**config.mk**
```make
export PLATFORM = sky130hd
export DESIGN_NAME = instr_fetch
export DESIGN_NICKNAME = d
export VERILOG_FILES = /design/src/rtl/instr_fetch.sv
export SDC_FILE = /design/constraint.sdc
export NUM_CORES = 1
export LEC_CHECK = 0
export CAP_MARGIN = 15
export CORE_MARGIN = 4
export CORE_UTILIZATION = 55
export CTS_CLUSTER_DIAMETER = 50
export DETAILED_ROUTE_END_ITERATION = 12
export PLACE_DENSITY = 0.81
export SLEW_MARGIN = 5
export SYNTH_ARGS = -nofsm -noshare
export SYNTH_HDL_FRONTEND = slang
export SYNTH_SLANG_ARGS = --single-unit
export TNS_END_PERCENT = 20
```
**constraint.sdc**
```tcl
create_clock -name clk -period 7.64 [get_ports clk]
set_input_delay 1.528 -clock clk [delete_from_list [all_inputs] [get_ports clk]]
set_output_delay 1.528 -clock clk [all_outputs]
set_load 0.02 [all_outputs]
```
**src/rtl/instr_fetch.sv**
```systemverilog
// Instruction fetch stage plus IF/ID register: owns the PC, issues word reads to a 1-cycle sync imem.
// Latency: instruction visible in IF/ID two cycles after its fetch address is issued; one per cycle steady state.
// Backpressure: hazard_detected holds IF/ID and PC; a 1-entry skid catches the response already in flight.
module instr_fetch #(
    parameter int unsigned               ADDRESS_WIDTH = 32,
    parameter int unsigned               DATA          = 32,
    parameter logic [ADDRESS_WIDTH-1:0]  RESET_PC      = '0,
    parameter logic [DATA-1:0]           NOP_INSTR     = DATA'(32'hFC00_0000)
) (
    input  logic                     clk,
    input  logic                     rst,
    input  logic                     hazard_detected,
    input  logic                     branch_taken,
    input  logic [ADDRESS_WIDTH-1:0] branch_target,
    input  logic                     halt_signal,
    output logic                     imem_req,
    output logic [ADDRESS_WIDTH-1:0] imem_addr,
    input  logic [DATA-1:0]          imem_rdata,
    output logic [ADDRESS_WIDTH-1:0] pc,
    output logic [DATA-1:0]          instruction,
    output logic                     instr_valid,
    output logic [31:0]              fetch_count,
    output logic [31:0]              stall_count
);

    typedef enum logic [1:0] {
        S_FETCH    = 2'd0,
        S_STALL    = 2'd1,
        S_REDIRECT = 2'd2,
        S_HALTED   = 2'd3
    } state_t;

    state_t                   state;
    logic [ADDRESS_WIDTH-1:0] fetch_pc;
    logic                     epoch;

    // Request issued last cycle; its data is on imem_rdata this cycle.
    logic                     inflight;
    logic                     inflight_epoch;
    logic [ADDRESS_WIDTH-1:0] inflight_pc;

    // One-entry skid for the response that lands while decode is stalled.
    logic                     skid_vld;
    logic [ADDRESS_WIDTH-1:0] skid_pc;
    logic [DATA-1:0]          skid_dat;

    logic halting;
    logic issue;
    logic resp_vld;
    logic load_vld;

    // Issue decision and response qualification; the epoch bit drops responses fetched before a redirect.
    always_comb begin
        halting  = halt_signal || (state == S_HALTED);
        issue    = !rst && !halting && !hazard_detected;
        resp_vld = inflight && (inflight_epoch == epoch) && !halting;
        load_vld = !rst && !branch_taken && !halting && !hazard_detected && (skid_vld || resp_vld);
    end

    assign imem_req  = issue;
    assign imem_addr = fetch_pc;

    // PC, epoch, skid, IF/ID register, state and counters.
    always_ff @(posedge clk) begin
        if (rst) begin
            state          <= S_FETCH;
            fetch_pc       <= RESET_PC;
            epoch          <= 1'b0;
            inflight       <= 1'b0;
            inflight_epoch <= 1'b0;
            inflight_pc    <= RESET_PC;
            skid_vld       <= 1'b0;
            skid_pc        <= RESET_PC;
            skid_dat       <= NOP_INSTR;
            pc             <= RESET_PC;
            instruction    <= NOP_INSTR;
            instr_valid    <= 1'b0;
            fetch_count    <= '0;
            stall_count    <= '0;
        end else begin
            inflight       <= issue;
            inflight_epoch <= epoch;
            inflight_pc    <= fetch_pc;
            fetch_count    <= fetch_count + 32'(load_vld);
            stall_count    <= stall_count + 32'(hazard_detected && instr_valid);

            if (branch_taken) begin
                // Redirect wins over stall and halt; flush everything fetched so far.
                fetch_pc    <= branch_target & ~ADDRESS_WIDTH'(3);
                epoch       <= ~epoch;
                skid_vld    <= 1'b0;
                instruction <= NOP_INSTR;
                instr_valid <= 1'b0;
                state       <= S_REDIRECT;
            end else begin
                if (issue) begin
                    fetch_pc <= fetch_pc + ADDRESS_WIDTH'(4);
                end

                if (halting) begin
                    // HALT sits in IF/ID; once decode takes it, present bubbles forever.
                    skid_vld <= 1'b0;
                    if (!hazard_detected) begin
                        instruction <= NOP_INSTR;
                        instr_valid <= 1'b0;
                    end
                    state <= S_HALTED;
                end else if (hazard_detected) begin
                    if (resp_vld) begin
                        skid_vld <= 1'b1;
                        skid_pc  <= inflight_pc;
                        skid_dat <= imem_rdata;
                    end
                    state <= S_STALL;
                end else begin
                    if (skid_vld) begin
                        pc          <= skid_pc;
                        instruction <= skid_dat;
                        instr_valid <= 1'b1;
                        skid_vld    <= resp_vld;
                        skid_pc     <= inflight_pc;
                        skid_dat    <= imem_rdata;
                    end else if (resp_vld) begin
                        pc          <= inflight_pc;
                        instruction <= imem_rdata;
                        instr_valid <= 1'b1;
                    end else begin
                        instruction <= NOP_INSTR;
                        instr_valid <= 1'b0;
                    end
                    state <= S_FETCH;
                end
            end
        end
    end

endmodule

```
==> qor.yml <==
routing:
  vias_per_cell: 5.83
  drtIter0Drc: 527
  via_count: 9624
  wl_met1_mm: 12.1
  drcViolationCount: 0
  dr_wl_met3_mm: 2.38
  wl_mm: 28.7
  firstDrtPassIters: 5
  routedWlPerCell_um: 17.4
  ant_nets: 0
  met2_length_mm: 13.5
  highest_layer: "met4"
synth:
  ys_ff_latch: 255
  synth_compound_area_share_pct: 15.7
  synth_xor_area_share_pct: 2.76
  synth-simple-area-share_pct: 20.5
  ys.flop_type: "dfxtp_1"
  ys_seq_area_share_pct: 47.4
  ys_warn_count: 0
  synth_top_family_by_area: "simple AND/OR/NAND/NOR gates"
  synth_top_area_cell: "dfxtp_1"
  syn_area_um2: 10800
  syn_inst: 1189
  yosys-top-cells-area: "dfxtp_1 47%, mux2i_1 8.5%, nand2_1 5.2%, a21oi_1 3.3%, a211oi_1 3.0%"
  synth_top_cell_area_share_pct: 47.4
  synth.avg_cell_area_um2: 9.06
  ys_async_sr_fraction_pct: 0
  synthAdderAreaFrac_pct: 0.673
  yosysUniqueCellTypes: 56
  synth_edf_count: 0
  muxShareOfSynthArea_pct: 9.07
job:
  maxCapViolCount: 0
timing:
  rsz0062_at_grt: "false"
  finalSetupViolations: 0
  tightest_slew_ps: 1150
  slew_violations: 0
  fmax_mhz: 196
  hold_ws_ps: 456
  worst_clock_skew_ps: 18.7
  relSlewSlack_pct: 23.1
  period_share_pct: 66.9
  fin_ws_ps: 2530
  setup_tns_ps: 0
  timing.final.crit_period_ps: 5110
  hold_viol_final: 0
power:
  powerDensity_nw_per_um2: 206
  power.leakage_nw: 4.79
  ir_worst_vdd_uv: 186
  power.total_mw: 2.89
finish:
  final_cell_mix: "254 x dfxtp_1, 223 x clkdlybuf4s50_1, 149 x nand2_1"
  syn2layout_area_growth_pct: 30.2
  layout-drive-gt1-share_pct: 5.61
  nNetsFinal: 1445
  mostFrequentLayoutCell: "dfxtp_1"
  diodes: 0
critical_path:
  arrival_ps: 5530
  path_class: "primary input to flip-flop"
  path_max_fanout: 17
  worstSetupEndpointType: "flip-flop"
  required_ps: 8050
  cp-start-kind: "primary input"
clocking:
  postCtsSetupBuffers: 0
  cts_tree: "yes"
  htree_levels: 1
  post_cts_resized: 0
  cts_sinks: 255
  numCtsBuffers: 27
  hold_buffers: 0
  clk_transition_reported_paths_ps: 60
  clock_tree.buffer_depth: 3
  clkLatencyLatePin_ps: 540
  root_buffer: "clkbuf_16"
floorplan:
  core_um2: 19000
  dieWidth_um: 148
  fp.dieH_um: 148
  die_area_um2: 21900
  ioPinCount: 231
  num_rows: 50
  start_util_pct: 56.9
global_route:
  antenna_found_initial: 0
  grtUsageTotal_pct: 25.3
  grt_start_max_net_pins: 100
  grt_overflow: 0
  grt_pass1_wl_mm: 46.8
  grt_pass1_vias: 9275
worst_hold_path:
  hp-class: "flip-flop to flip-flop"
placement:
  io_buffers: 224
  dp_hpwl_mm: 18.6
  place_congestion: 0.806
  pre_cts_slack_ps: 2000
status:
  status: "complete, no violations"
## routing by layer
layer	vias to the layer above	global-route usage, %
met1	4584	33.1
li1	4654	-
met4	0	7.53
met5	-	0
met3	59	6.71
met2	327	41.2
## cells by family after synthesis
| logic type | Yosys count |
|---|---|
| compound gates | 251 |
| xor+xnor | 34 |
| fa+ha+maj | 6 |
| buf+inv | 105 |
| flops | 255 |
| mux | 97 |
| other cells | 1 |
| simple gates | 440 |
## flip-flops by register name, indices dropped and copies added (netlist names), 2 cells and up
name         flops
stall_count     32
pc              30
fetch_count     32
state            2
skid_pc         30
skid_dat        32
inflight_pc     30
imem_addr       30
instruction     32
## synthesized netlist by cell type (14+ instances only)
cell,instances
nor3_1,28
nor2_1,75
dfxtp_1,255
a311oi_1,14
nand2_1,149
inv_1,20
xnor2_1,23
or3_1,23
nand3_1,30
mux2i_1,92
or4_1,25
a22o_1,26
nand4_1,24
o31ai_1,20
a21oi_1,70
o21ai_0,30
a21o_1,28
nor4_1,14
clkbuf_1,65
nor2b_1,37
a211oi_1,43
## critical path, stage by stage
cell	delay (ps)
clkdlybuf4s50_1	540
a211oi_1	900
nand2_1	250
nor2_1	300
ha_1	290
ha_1	230
nand2_1	140
or4_1	680
nor3_1	300
mux2_2	360
## cell type report
type | count | area, um^2
multi-input cells | 832 | 5290
flip-flops and latches | 255 | 5110
fillers | 1426 | 4920
repair buffers | 234 | 2320
clock buffers | 36 | 779
well taps | 260 | 325
clock inverters | 13 | 136
inverters | 21 | 80.1
## worst paths after layout
| kind | start | to | slack (ps) | cells past startpoint |
|---|---|---|---|---|
| max | hazard_detected | fetch_count[28] | 2530 | 10 |
| min | skid_pc[14] | skid_pc[14] | 460 | 2 |
| max reg2reg | state[0] | fetch_count[28] | 3710 | 9 |
| min reg2reg | skid_pc[14] | skid_pc[14] | 460 | 2 |
## power breakdown
group | total (mW) | switching, mW | internal [mW]
registers | 1.38 | 0.0272 | 1.35
clock network | 1.33 | 0.542 | 0.787
logic | 0.184 | 0.101 | 0.0825
## per-stage QoR
step	instances	cell area, um^2	utilization [%]
2_1_floorplan	1192	10800	-
6_report	1651	14000	74.0
3_3_place_gp	1602	13100	69.2
5_1_grt	1651	14000	74.0
4_1_cts	1651	14000	74.0
3_5_place_dp	1602	13100	69.2
No activity file was read; power rests on OpenSTA's default activity.
